==> src/rtl/video_timing_pkg.sv <==
// ----------------------------------------------------------------------------
// video_timing_pkg
// Shared constants and types for the pixel-FIFO display path.
//   * Default 640x480 raster timing (active / front porch / sync / back porch).
//   * PIXEL_W, IMG_W, IMG_H: pixel width and size of the image the producer
//     writes into the FIFO (one frame = IMG_W*IMG_H words).
//   * rgb_t: one 24-bit RGB pixel.
//   * cnt_width(): width of a counter that must hold 0..n-1.
// No ports (package).
// ----------------------------------------------------------------------------
package video_timing_pkg;

    // Horizontal timing, in pixel clocks
    localparam int H_ACTIVE = 640;
    localparam int H_FP     = 16;
    localparam int H_SYNC   = 96;
    localparam int H_BP     = 48;

    // Vertical timing, in lines
    localparam int V_ACTIVE = 480;
    localparam int V_FP     = 10;
    localparam int V_SYNC   = 2;
    localparam int V_BP     = 33;

    // Pixel format and image geometry
    localparam int PIXEL_W  = 24;
    localparam int IMG_W    = 80;
    localparam int IMG_H    = 60;

    typedef logic [PIXEL_W-1:0] rgb_t;

    localparam rgb_t BG_COLOR = 24'h000000;

    // Width of the optional missed-pixel counter
    localparam int UF_CNT_W = 16;

    // Bits needed for a counter running 0..n-1 (at least one bit)
    function automatic int cnt_width(input int n);
        return (n < 2) ? 1 : $clog2(n);
    endfunction

endpackage

==> src/rtl/fifo_display_reader_if.sv <==
// ----------------------------------------------------------------------------
// fifo_display_reader_if
// Bundles the FIFO read port and the video output of fifo_display_reader.
//   fifo_data     FIFO read data, valid one cycle after read_fifo
//   empty_fifo    FIFO empty flag
//   read_fifo     FIFO read enable
//   rgb           pixel colour
//   hsync, vsync  active-low syncs
//   de            data enable (active area)
//   sof           one-cycle pulse with the first active pixel of a frame
//   underflow     sticky underflow flag
//   underflow_cnt missed-pixel count (only when UNDERFLOW_CNT_EN is defined)
// Modports: master = the reader block, slave = FIFO + video sink side.
// Optional feature macro: UNDERFLOW_CNT_EN.
// ----------------------------------------------------------------------------
interface fifo_display_reader_if;
    import video_timing_pkg::*;

    rgb_t        fifo_data;
    logic        empty_fifo;
    logic        read_fifo;
    rgb_t        rgb;
    logic        hsync;
    logic        vsync;
    logic        de;
    logic        sof;
    logic        underflow;
`ifdef UNDERFLOW_CNT_EN
    logic [UF_CNT_W-1:0] underflow_cnt;
`endif

`ifdef UNDERFLOW_CNT_EN
    modport master (
        input  fifo_data, empty_fifo,
        output read_fifo, rgb, hsync, vsync, de, sof, underflow, underflow_cnt
    );
    modport slave (
        output fifo_data, empty_fifo,
        input  read_fifo, rgb, hsync, vsync, de, sof, underflow, underflow_cnt
    );
`else
    modport master (
        input  fifo_data, empty_fifo,
        output read_fifo, rgb, hsync, vsync, de, sof, underflow
    );
    modport slave (
        output fifo_data, empty_fifo,
        input  read_fifo, rgb, hsync, vsync, de, sof, underflow
    );
`endif

endinterface

==> src/rtl/raster_timing_gen.sv <==
// ----------------------------------------------------------------------------
// raster_timing_gen
// Horizontal/vertical raster counters and region decode.
// Ports:
//   clk          pixel clock
//   rst          asynchronous reset, active-low
//   window_now   current counter position lies in the image window (comb)
//   first_now    current counter position is (0,0) (comb)
//   hsync, vsync registered active-low syncs (latency 1 from the counters)
//   de           registered active-area flag
//   sof          registered pulse for position (0,0)
// The combinational window/first outputs let the parent issue the FIFO read
// in the same cycle as the counter, so the returned word lines up with the
// registered timing outputs one cycle later.
// ----------------------------------------------------------------------------
module raster_timing_gen #(
    parameter int H_ACTIVE = video_timing_pkg::H_ACTIVE,
    parameter int H_FP     = video_timing_pkg::H_FP,
    parameter int H_SYNC   = video_timing_pkg::H_SYNC,
    parameter int H_BP     = video_timing_pkg::H_BP,
    parameter int V_ACTIVE = video_timing_pkg::V_ACTIVE,
    parameter int V_FP     = video_timing_pkg::V_FP,
    parameter int V_SYNC   = video_timing_pkg::V_SYNC,
    parameter int V_BP     = video_timing_pkg::V_BP,
    parameter int IMG_W    = video_timing_pkg::IMG_W,
    parameter int IMG_H    = video_timing_pkg::IMG_H
) (
    input  logic clk,
    input  logic rst,
    output logic window_now,
    output logic first_now,
    output logic hsync,
    output logic vsync,
    output logic de,
    output logic sof
);

    localparam int H_TOTAL = H_ACTIVE + H_FP + H_SYNC + H_BP;
    localparam int V_TOTAL = V_ACTIVE + V_FP + V_SYNC + V_BP;
    localparam int H_W     = video_timing_pkg::cnt_width(H_TOTAL);
    localparam int V_W     = video_timing_pkg::cnt_width(V_TOTAL);

    typedef logic [H_W-1:0] h_cnt_t;
    typedef logic [V_W-1:0] v_cnt_t;

    localparam h_cnt_t H_LAST      = h_cnt_t'(H_TOTAL - 1);
    localparam h_cnt_t H_ACT_END   = h_cnt_t'(H_ACTIVE);
    localparam h_cnt_t H_WIN_END   = h_cnt_t'(IMG_W);
    localparam h_cnt_t H_SYNC_BEG  = h_cnt_t'(H_ACTIVE + H_FP);
    localparam h_cnt_t H_SYNC_END  = h_cnt_t'(H_ACTIVE + H_FP + H_SYNC);

    localparam v_cnt_t V_LAST      = v_cnt_t'(V_TOTAL - 1);
    localparam v_cnt_t V_ACT_END   = v_cnt_t'(V_ACTIVE);
    localparam v_cnt_t V_WIN_END   = v_cnt_t'(IMG_H);
    localparam v_cnt_t V_SYNC_BEG  = v_cnt_t'(V_ACTIVE + V_FP);
    localparam v_cnt_t V_SYNC_END  = v_cnt_t'(V_ACTIVE + V_FP + V_SYNC);

    h_cnt_t h_cnt_reg, h_cnt_next;
    v_cnt_t v_cnt_reg, v_cnt_next;

    logic   h_end;
    logic   v_end;
    logic   active_now;
    logic   hsync_now;
    logic   vsync_now;

    logic   hsync_reg;
    logic   vsync_reg;
    logic   de_reg;
    logic   sof_reg;

    // ---------------- counters ----------------
    assign h_end = (h_cnt_reg == H_LAST);
    assign v_end = (v_cnt_reg == V_LAST);

    always_comb begin
        h_cnt_next = h_end ? '0 : h_cnt_reg + h_cnt_t'(1);
        v_cnt_next = v_cnt_reg;
        if (h_end) begin
            v_cnt_next = v_end ? '0 : v_cnt_reg + v_cnt_t'(1);
        end
    end

    always_ff @(posedge clk or negedge rst) begin
        if (!rst) begin
            h_cnt_reg <= '0;
            v_cnt_reg <= '0;
        end else begin
            h_cnt_reg <= h_cnt_next;
            v_cnt_reg <= v_cnt_next;
        end
    end

    // ---------------- region decode (current counter) ----------------
    assign active_now = (h_cnt_reg < H_ACT_END) && (v_cnt_reg < V_ACT_END);
    assign window_now = (h_cnt_reg < H_WIN_END) && (v_cnt_reg < V_WIN_END);
    assign first_now  = (h_cnt_reg == '0) && (v_cnt_reg == '0);
    assign hsync_now  = !((h_cnt_reg >= H_SYNC_BEG) && (h_cnt_reg < H_SYNC_END));
    assign vsync_now  = !((v_cnt_reg >= V_SYNC_BEG) && (v_cnt_reg < V_SYNC_END));

    // ---------------- registered timing outputs ----------------
    always_ff @(posedge clk or negedge rst) begin
        if (!rst) begin
            hsync_reg <= 1'b1;
            vsync_reg <= 1'b1;
            de_reg    <= 1'b0;
            sof_reg   <= 1'b0;
        end else begin
            hsync_reg <= hsync_now;
            vsync_reg <= vsync_now;
            de_reg    <= active_now;
            sof_reg   <= first_now;
        end
    end

    assign hsync = hsync_reg;
    assign vsync = vsync_reg;
    assign de    = de_reg;
    assign sof   = sof_reg;

endmodule

==> src/rtl/fifo_display_reader.sv <==
// ----------------------------------------------------------------------------
// fifo_display_reader
// Consumer end of the image pixel FIFO. Generates raster timing and shows the
// FIFO image in the top-left IMG_W x IMG_H window; the rest of the active area
// shows BG_COLOR and blanking shows black.
// Ports:
//   clk   pixel clock
//   rst   asynchronous reset, active-low
//   bus   fifo_display_reader_if.master (FIFO read port + video output)
// Timing: every video output reflects the raster position of the previous
// cycle. The FIFO read is issued combinationally for the current position and
// its data (valid one cycle later) is muxed straight onto rgb, so rgb lines up
// with hsync/vsync/de/sof.
// A window pixel that finds the FIFO empty is dropped (shown as BG_COLOR) and
// sets the sticky underflow flag; there is no catch-up read.
// Optional feature macro: UNDERFLOW_CNT_EN adds bus.underflow_cnt, a
// saturating count of dropped window pixels cleared only by reset.
// ----------------------------------------------------------------------------
module fifo_display_reader #(
    parameter int H_ACTIVE = video_timing_pkg::H_ACTIVE,
    parameter int H_FP     = video_timing_pkg::H_FP,
    parameter int H_SYNC   = video_timing_pkg::H_SYNC,
    parameter int H_BP     = video_timing_pkg::H_BP,
    parameter int V_ACTIVE = video_timing_pkg::V_ACTIVE,
    parameter int V_FP     = video_timing_pkg::V_FP,
    parameter int V_SYNC   = video_timing_pkg::V_SYNC,
    parameter int V_BP     = video_timing_pkg::V_BP,
    parameter int IMG_W    = video_timing_pkg::IMG_W,
    parameter int IMG_H    = video_timing_pkg::IMG_H,
    parameter video_timing_pkg::rgb_t BG_COLOR = video_timing_pkg::BG_COLOR
) (
    input  logic                        clk,
    input  logic                        rst,
    fifo_display_reader_if.master       bus
);

    logic window_now;
    logic first_now;
    logic de_out;
    logic rd_en;
    logic uf_event;

    logic pix_ok_reg;
    logic underflow_reg, underflow_next;

    raster_timing_gen #(
        .H_ACTIVE (H_ACTIVE),
        .H_FP     (H_FP),
        .H_SYNC   (H_SYNC),
        .H_BP     (H_BP),
        .V_ACTIVE (V_ACTIVE),
        .V_FP     (V_FP),
        .V_SYNC   (V_SYNC),
        .V_BP     (V_BP),
        .IMG_W    (IMG_W),
        .IMG_H    (IMG_H)
    ) u_timing (
        .clk        (clk),
        .rst        (rst),
        .window_now (window_now),
        .first_now  (first_now),
        .hsync      (bus.hsync),
        .vsync      (bus.vsync),
        .de         (de_out),
        .sof        (bus.sof)
    );

    assign bus.de = de_out;

    // Counters sit at (0,0) during reset, which is inside the window, so the
    // read enable is qualified with rst to keep it low while reset is held.
    assign rd_en    = rst && window_now && !bus.empty_fifo;
    assign uf_event = window_now && bus.empty_fifo;

    assign bus.read_fifo = rd_en;

    // Sticky flag restarts each frame at (0,0); a miss on that very pixel
    // must still leave the flag set.
    always_comb begin
        underflow_next = underflow_reg | uf_event;
        if (first_now) begin
            underflow_next = uf_event;
        end
    end

    always_ff @(posedge clk or negedge rst) begin
        if (!rst) begin
            pix_ok_reg    <= 1'b0;
            underflow_reg <= 1'b0;
        end else begin
            pix_ok_reg    <= rd_en;
            underflow_reg <= underflow_next;
        end
    end

    assign bus.underflow = underflow_reg;

    // fifo_data is the FIFO's own registered output, so selecting it here
    // keeps rgb on the same cycle as the registered timing outputs.
    always_comb begin
        if (pix_ok_reg) begin
            bus.rgb = bus.fifo_data;
        end else if (de_out) begin
            bus.rgb = BG_COLOR;
        end else begin
            bus.rgb = '0;
        end
    end

`ifdef UNDERFLOW_CNT_EN
    localparam int CW = video_timing_pkg::UF_CNT_W;

    logic [CW-1:0] uf_cnt_reg, uf_cnt_next;

    always_comb begin
        uf_cnt_next = uf_cnt_reg;
        if (uf_event && (uf_cnt_reg != {CW{1'b1}})) begin
            uf_cnt_next = uf_cnt_reg + {{(CW-1){1'b0}}, 1'b1};
        end
    end

    always_ff @(posedge clk or negedge rst) begin
        if (!rst) begin
            uf_cnt_reg <= '0;
        end else begin
            uf_cnt_reg <= uf_cnt_next;
        end
    end

    assign bus.underflow_cnt = uf_cnt_reg;
`endif

endmodule

==> src/flat_wrapper.sv <==
// flat-port wrapper written by rule: the top's interface ports become plain ports
module fifo_display_reader_flat 
#(
    parameter int H_ACTIVE = video_timing_pkg::H_ACTIVE,
    parameter int H_FP     = video_timing_pkg::H_FP,
    parameter int H_SYNC   = video_timing_pkg::H_SYNC,
    parameter int H_BP     = video_timing_pkg::H_BP,
    parameter int V_ACTIVE = video_timing_pkg::V_ACTIVE,
    parameter int V_FP     = video_timing_pkg::V_FP,
    parameter int V_SYNC   = video_timing_pkg::V_SYNC,
    parameter int V_BP     = video_timing_pkg::V_BP,
    parameter int IMG_W    = video_timing_pkg::IMG_W,
    parameter int IMG_H    = video_timing_pkg::IMG_H,
    parameter video_timing_pkg::rgb_t BG_COLOR = video_timing_pkg::BG_COLOR
)
  (clk, rst, bus_fifo_data, bus_empty_fifo, bus_read_fifo, bus_rgb, bus_hsync, bus_vsync, bus_de, bus_sof, bus_underflow);
  fifo_display_reader_if bus_i ();
  input  logic clk;
  input  logic rst;
  input wire logic [$bits(bus_i.fifo_data)-1:0] bus_fifo_data;
  input wire logic [$bits(bus_i.empty_fifo)-1:0] bus_empty_fifo;
  output wire logic [$bits(bus_i.read_fifo)-1:0] bus_read_fifo;
  output wire logic [$bits(bus_i.rgb)-1:0] bus_rgb;
  output wire logic [$bits(bus_i.hsync)-1:0] bus_hsync;
  output wire logic [$bits(bus_i.vsync)-1:0] bus_vsync;
  output wire logic [$bits(bus_i.de)-1:0] bus_de;
  output wire logic [$bits(bus_i.sof)-1:0] bus_sof;
  output wire logic [$bits(bus_i.underflow)-1:0] bus_underflow;
  assign bus_i.fifo_data = bus_fifo_data;
  assign bus_i.empty_fifo = bus_empty_fifo;
  assign bus_read_fifo = bus_i.read_fifo;
  assign bus_rgb = bus_i.rgb;
  assign bus_hsync = bus_i.hsync;
  assign bus_vsync = bus_i.vsync;
  assign bus_de = bus_i.de;
  assign bus_sof = bus_i.sof;
  assign bus_underflow = bus_i.underflow;
  fifo_display_reader #(.H_ACTIVE(H_ACTIVE), .H_FP(H_FP), .H_SYNC(H_SYNC), .H_BP(H_BP), .V_ACTIVE(V_ACTIVE), .V_FP(V_FP), .V_SYNC(V_SYNC), .V_BP(V_BP), .IMG_W(IMG_W), .IMG_H(IMG_H), .BG_COLOR(BG_COLOR)) u_core (.clk(clk), .rst(rst), .bus(bus_i));
endmodule
==> config.mk <==
export PLATFORM = sky130hd
export DESIGN_NAME = fifo_display_reader_flat
export DESIGN_NICKNAME = d
export VERILOG_FILES = /design/src/rtl/video_timing_pkg.sv /design/src/rtl/fifo_display_reader_if.sv /design/src/rtl/raster_timing_gen.sv /design/src/rtl/fifo_display_reader.sv /design/src/flat_wrapper.sv
export SDC_FILE = /design/constraint.sdc
export NUM_CORES = 1
export LEC_CHECK = 0
export CAP_MARGIN = 20
export CORE_MARGIN = 2
export CORE_UTILIZATION = 25
export DETAILED_ROUTE_END_ITERATION = 16
export HOLD_SLACK_MARGIN = 0.03
export MAX_ROUTING_LAYER = met4
export PLACE_DENSITY = 0.48
export REMOVE_ABC_BUFFERS = 1
export SLEW_MARGIN = 10
export SYNTH_ARGS = -nofsm -noshare
export SYNTH_HDL_FRONTEND = slang
export SYNTH_SLANG_ARGS = --single-unit
==> constraint.sdc <==
create_clock -name clk -period 2.41 [get_ports clk]
set_input_delay 0.723 -clock clk [delete_from_list [all_inputs] [get_ports clk]]
set_output_delay 0.723 -clock clk [all_outputs]
set_load 0.1 [all_outputs]
==> results of run 1 <==
==> cell families after synthesis <==
logic type | share of synthesized area [%]
AO/OA/AOI/OAI | 7.198
XOR/XNOR | 6.436
adder cells (fa/ha/maj) | 3.387
buffers and inverters | 4.827
flip-flops | 44.20
AND/OR/NAND/NOR | 33.95
==> what timing repair did <==
item | in CTS | in global routing
gates cloned | 0 | 0
setup buffers | 1 | 1
endpoints found under the setup margin | 1 | 1
resized for setup | 4 | 0
pin swaps | 2 | 2
==> stage by stage <==
| step | util, % | hold slack, ps | TNS (ps) |
|---|---|---|---|
| after global routing | 42.81 | 534.8 | -194.2 |
| after detailed placement | 40.94 | 466.0 | -85.54 |
| final | 42.81 | 491.1 | -53.23 |
| after floorplan | - | 427.4 | -2907 |
| after CTS | 42.69 | 490.9 | -107.3 |
| after global placement | 40.94 | 490.5 | -89.11 |
==> power by group through the flow <==
stage	clock network, uW	registers [uW]	logic [uW]
finish	356	441	267
global route	392	442	277
CTS	375	441	270
detailed placement	0	450	269
global placement	0	450	268
floorplan	0	448	136
==> final timing paths <==
kind,slack (ps),startpoint,to,cells after the start
max in group asynchronous,1210,rst,u_core.u_timing.hsync$_DFF_PN1_,2
setup / recovery,-50,u_core.u_timing.h_cnt_reg[8]$_DFF_PN0_,bus_read_fifo,6
hold reg to reg,490,u_core.u_timing.v_cnt_reg[1]$_DFFE_PN0N_,u_core.u_timing.vsync$_DFF_PN1_,1
hold / removal,490,u_core.u_timing.v_cnt_reg[1]$_DFFE_PN0N_,u_core.u_timing.vsync$_DFF_PN1_,1
setup reg to reg,670,u_core.u_timing.h_cnt_reg[0]$_DFF_PN0_,u_core.u_timing.v_cnt_reg[9]$_DFFE_PN0N_,5
min in group asynchronous,880,rst,u_core.u_timing.v_cnt_reg[9]$_DFFE_PN0N_,2
==> area by class of cell <==
| cell class | instances | area share [%] |
|---|---|---|
| Sequential cell | 26 | 26.23 |
| Tap cell | 75 | 3.769 |
| Clock buffer | 3 | 1.658 |
| Timing Repair Buffer | 65 | 34.77 |
| Inverter | 8 | 1.206 |
| Clock inverter | 1 | 1.206 |
| Multi-Input combinational cell | 112 | 31.16 |
==> worst max-delay path: stages (launching register included) <==
cell     delay (ps)
dfrtp_1         390
or2_4           270
nor4_4          140
nand4_1         180
nor3b_2         190
buf_4           140
buf_12          160
==> cells in the mapped netlist, drive strengths merged <==
library cell and number:
o22ai 1, a21o 1, xor2 3, and4b 2
nor3b 1, and3 4, nor3 2, or4b 1
a211oi 1, a21oi 2, nand3 14, a31o 1
and2 26, nand2 6, a221oi 1, o21ai 9
nor2 8, nand2b 1, buf 3, or3 2
clkbuf 3, and4 5, inv 8, xnor2 7
or2 1, nor4 3, dfrtp 24, a31oi 1
ha 4, nand4 5, dfstp 2
==> metal layers <==
metal  part of all wire [%]  vias to the layer above
li1                       -                      653
met1                     49                      598
met2                     39                       59
met3                     11                        4
met4                   0.61                        0
met5                      0                        -
==> impl_results.md, run 1 <==
* Fmax at 0.4060 GHz
* CTS Buf Count at 3
* Combinational group share of total power at 25.1%
* Hold WC Path Type: flip-flop to flip-flop
* Antenna Cells at 0
* Clock period minus worst slack at 2463 ps
* Sequential Power Share at 41.4%
* Switching share of power at 27.85%
* Fin area at 2490 um2
* Outcome: complete, but fails checks
* Cts hold-fix bufs at 0
* Die area at 6542 um2
* Ports at 57
* Worst EP required at 1690 ps
* Crit Path Max Fanout at 2
* Max cap viols at 0
* Unique cell type count in the Yosys netlist at 40
* Violated checks: negative setup slack
* Leakage power at 0.001059 uW
* Skew-Pair Late Insertion Delay at 270 ps
* DRT antenna net count at 0
* Place WS at -85.54 ps
* Drt pass-1 iters at 4
* WL/cell at 13.01 um
* Pwr Density at 427.6 nW/um2
* Clock sinks at 26
* Internal at 768.1 uW
* Synth area leaders: dfrtp_1 (41%), and2_1 (11%), nand3_1 (4.4%)
* Largest net degree at the start of global routing at 27
* Dominant cell type by area after synthesis: dfrtp_1
* Number of synthesized register bits at 26
* Worst setup EP type: output pin
* Via density per instance at 4.531
* IO buf count at 56
* Vias in the first global route at 1191
* Critical Path Start Type: flip-flop
* RSZ-0062 raised after global routing: true
* Total Routed Length at 3.773 mm
* Psw at 296.5 uW
* DRC at 0
* Multi-input logic area at 775.7 um2
* Worst VDD drop at 0.2275 mV
* Setup WS post-layout at -53.23 ps
* Yosys top cell area share at 40.64%
* Synthesis Warnings at 0
* Worst setup path category: flip-flop to output pin
* Max_slew headroom at 64.58%
* Filler cells at 563
* GR Overflow Total at 0
* GPL Wtd Cong at 0.8234
* Slew at the pin with the worst max-slew slack at 531.3 ps
* Endpoints failing hold at 0
* Total core area at 5816 um2
* Tcrit/Tclk final at 102.2%
* Most frequent cells in the layout: and2_1 (26), clkdlybuf4s50_1 (26), buf_12 (25)
* Nets at 247
* Gr usage total at 11.94%
* CTS tree: done
* Post-DP HPWL at 2.962 mm
* Row cnt at 28
* Final Power at 1065 uW
* Longest Clk Path Bufs at 2
* Initial Util at 25.41%
* GR Util met3 at 3.111%
* DP Cell Count at 284
* Clock power frac at 33.5%
* Initial antenna violation count at 0
* Mean post-synth cell area at 9.721 um2
* Finished Layout Cells at 290
* Root Driver: clkbuf_8
* Dpl cell area at 2381 um2
* DRT iter0 DRCs at 24
* Vias at 1314
* Worst Path Arrival at 1740 ps
* Syn Inst Count at 152
* Area growth syn-to-layout at 68.50%
* Post-Synthesis Cell Area at 1478 um2
* First-pass GRT wire length at 5.961 mm
* Fin. max-slew vios at 0
* Register area at 653.1 um2
* Die X at 80.88 um
* Die height at 80.88 um
* Sequential cell area fraction in the yosys report at 44.20%
* # setup viols final at 1
* Most Crowded Layer GR: met2
* GRT met2 Usage at 18.26%
* Layout cell share with drive strength beyond 1 at 26.51%
* Clock-pin slew on the worst setup and hold paths at 90 ps
* H-tree depth at 1
* GR Layer Usage met1 at 16.17%
* Clock Skew at 9.312 ps
(Power assumes the default switching activity.)
==> inputs of run 2 (changes only) <==
Settings changed: HOLD_SLACK_MARGIN 0.03 to default.
==> results of run 2 <==
No change in the layout: final DEF, timing and power equal those of run 1.
==> inputs of run 3 (changes only) <==
Settings changed: CORE_UTILIZATION 25 to 30, PLACE_DENSITY 0.48 to 0.55.
==> run 3 against run 2 <==
Clock power shrank 21%. Wire length rose by 6.8%. The run still ends with negative setup slack left. Cell area rose by 2.1%. Non-clock buffer count is 8 higher. Critical endpoint unchanged.
==> impl_results.md, run 3 (same netlist as run 1, synthesis figures left out) <==
* Outcome: complete, but fails checks
* Violated checks: negative setup slack
* Initial antenna violation count at 0 (unchanged)
* DRC at 0 (unchanged)
* Fin util at 53.83% (+11 points)
* Worst VDD drop at 0.2222 mV (-2.3%)
* R2R cell count at 12 (+7)
* First-pass GRT wire length at 6.458 mm (+8.3%)
* Finished Layout Cells at 290 (unchanged)
* Clock-pin slew on the worst setup and hold paths at 90 ps (about the same)
* Clock period minus worst slack at 2463 ps (-0.2945 ps)
* RSZ-0062 raised after global routing: true
* DRT iter0 DRCs at 34 (+42%)
* Min-Delay Endpoint: u_core.u_timing.vsync$_DFF_PN1_
* Largest net degree at the start of global routing at 27 (unchanged)
* DP Cell Count at 276 (-2.8%)
* Gr usage total at 15.54% (+3.6 points)
* Cts hold-fix bufs at 0 (unchanged)
* Critical Path Start Type: flip-flop
* CTS Buf Count at 3 (unchanged)
* Die X at 74.18 um (-8.3%)
* Vias in the first global route at 1368 (+15%)
* Worst Path Arrival at 1740 ps (about the same)
* Initial Util at 31.28% (+5.9 points)
* Max incr delay on CP at 390 ps (about the same)
* Pwr Density at 389.8 nW/um2 (-8.8%)
* Tcrit/Tclk final at 102.2% (about the same)
* Worst setup EP type: output pin
* Slowest CP cell: dfrtp_1
* Via density per instance at 4.786 (+5.6%)
* GPL Wtd Cong at 0.9037 (+9.8%)
* Layout cell share with drive strength beyond 1 at 29.60% (+3.1 points)
* Crit-path cells: or2_4, nor4_4, nand4_1, nor3b_2, buf_4, buf_12
* Setup TNS at -52.94 ps (+0.2945 ps)
* Skew-Pair Late Insertion Delay at 270 ps (about the same)
* Worst setup path category: flip-flop to output pin
* Total core area at 4723 um2 (-19%)
* Fmax at 0.4060 GHz (about the same)
* Most frequent cells in the layout: and2_1 (26), clkdlybuf4s50_1 (26), buf_12 (26)
* DRT antenna net count at 0 (unchanged)
* Area growth syn-to-layout at 72.06%
* Fin. max-slew vios at 0 (unchanged)
* Crit Path Max Fanout at 2 (unchanged)
* Nets at 255 (+3.2%)
* Clock Skew at 5.724 ps (-3.588 ps)
* Filler cells at 416 (-26%)
* Ports at 57 (unchanged)
* Terminus of the critical flop-to-flop path: u_core.bus.underflow$_DFF_PN0_
* Hold wc startpoint: u_core.u_timing.v_cnt_reg[1]$_DFFE_PN0N_
* Hold Path Depth at 1 (unchanged)
* Max cap viols at 0 (unchanged)
* Antenna Cells at 0 (unchanged)
* Reg2reg setup slack at 240 ps (-430 ps)
* Hold WC Path Type: flip-flop to flip-flop
* Endpoints failing hold at 0 (unchanged)
* Vias at 1388 (+5.6%)
* Setup WS post-layout at -52.94 ps (+0.2945 ps)
* # setup viols final at 1 (unchanged)
* Max_slew headroom at 65.46% (+0.88 points)
* H-tree depth at 1 (unchanged)
* RR Startpoint: u_core.u_timing.h_cnt_reg[8]$_DFF_PN0_
* Die area at 5503 um2 (-16%)
* IO buf count at 56 (unchanged)
* Post-DP HPWL at 3.131 mm (+5.7%)
* Die height at 74.18 um (-8.3%)
* GR Overflow Total at 0 (unchanged)
* WL/cell at 13.89 um (+6.8%)
* Total Routed Length at 4.028 mm (+6.8%)
* Row cnt at 25 (-11%)
* Longest Clk Path Bufs at 2 (unchanged)
* Drt pass-1 iters at 4 (unchanged)
* Worst EP required at 1690 ps (about the same)
* Family with the most delay on the worst path: simple AND/OR/NAND/NOR gates
* CP bufs+invs at 2 (unchanged)
* Final Power at 990.9 uW (-6.9%)
* Hold_ws at 488.8 ps (-2.233 ps)
* Leakage power at 0.001110 uW (+4.8%)
* Clock sinks at 26 (unchanged)
* Slew at the pin with the worst max-slew slack at 518.2 ps (-13.17 ps)
* Root Driver: clkbuf_8
* CTS tree: done
==> run 3: how the worst max path moves through the flow <==
| stage | start | to | slack [ps] | cells after the start |
|---|---|---|---|---|
| 2_1_floorplan | u_core.u_timing.h_cnt_reg[8]$_DFF_PN0_ | bus_read_fifo | -1640 | 4 |
| 6_report | u_core.u_timing.h_cnt_reg[8]$_DFF_PN0_ | bus_read_fifo | -50 | 6 |
| 5_1_grt | u_core.u_timing.h_cnt_reg[8]$_DFF_PN0_ | bus_read_fifo | -190 | 6 |
| 3_5_place_dp | rst | bus_read_fifo | -80 | 4 |
| 4_1_cts | u_core.u_timing.h_cnt_reg[8]$_DFF_PN0_ | bus_read_fifo | -70 | 6 |
| 3_3_place_gp | rst | bus_read_fifo | -60 | 4 |
==> run 3: per-layer routing <==
layer | part of all wire [%] | global-route usage [%]
met1 | 46 | 19.10
met2 | 45 | 26.49
met3 | 8.1 | 2.439
met4 | 0.57 | 4.242
met5 | 0 | -
==> run 3: layout make-up <==
| type | count | area (um2) | share of cell area (%) |
|---|---|---|---|
| clock buffer | 4 | 55.05 | 2.165 |
| inverter | 8 | 30.03 | 1.181 |
| multi-input combinational | 112 | 782.0 | 30.76 |
| sequential | 26 | 653.1 | 25.69 |
| tap | 67 | 83.83 | 3.297 |
| timing repair buffer | 73 | 938.4 | 36.91 |
==> run 3: where the power goes <==
group	total, uW	internal (uW)	switching (uW)
combinational	268	109	158
clock	282	146	136
sequential	441	437	4.03
==> run 3: per-stage QoR <==
| stage | area [um2] | worst slack, ps |
|---|---|---|
| 2_1_floorplan | 1436 | -1636 |
| 3_3_place_gp | 2384 | -60.67 |
| 3_5_place_dp | 2384 | -78.29 |
| 4_1_cts | 2536 | -70.35 |
| 5_1_grt | 2542 | -187.9 |
| 6_report | 2542 | -52.94 |
==> run 3: timing repair <==
item / 4_1_cts / 5_1_grt
resized for setup: 4 / 1
buffers inserted: 10 / 2
setup endpoints to repair: 1 / 2
pin swaps: 2 / 3
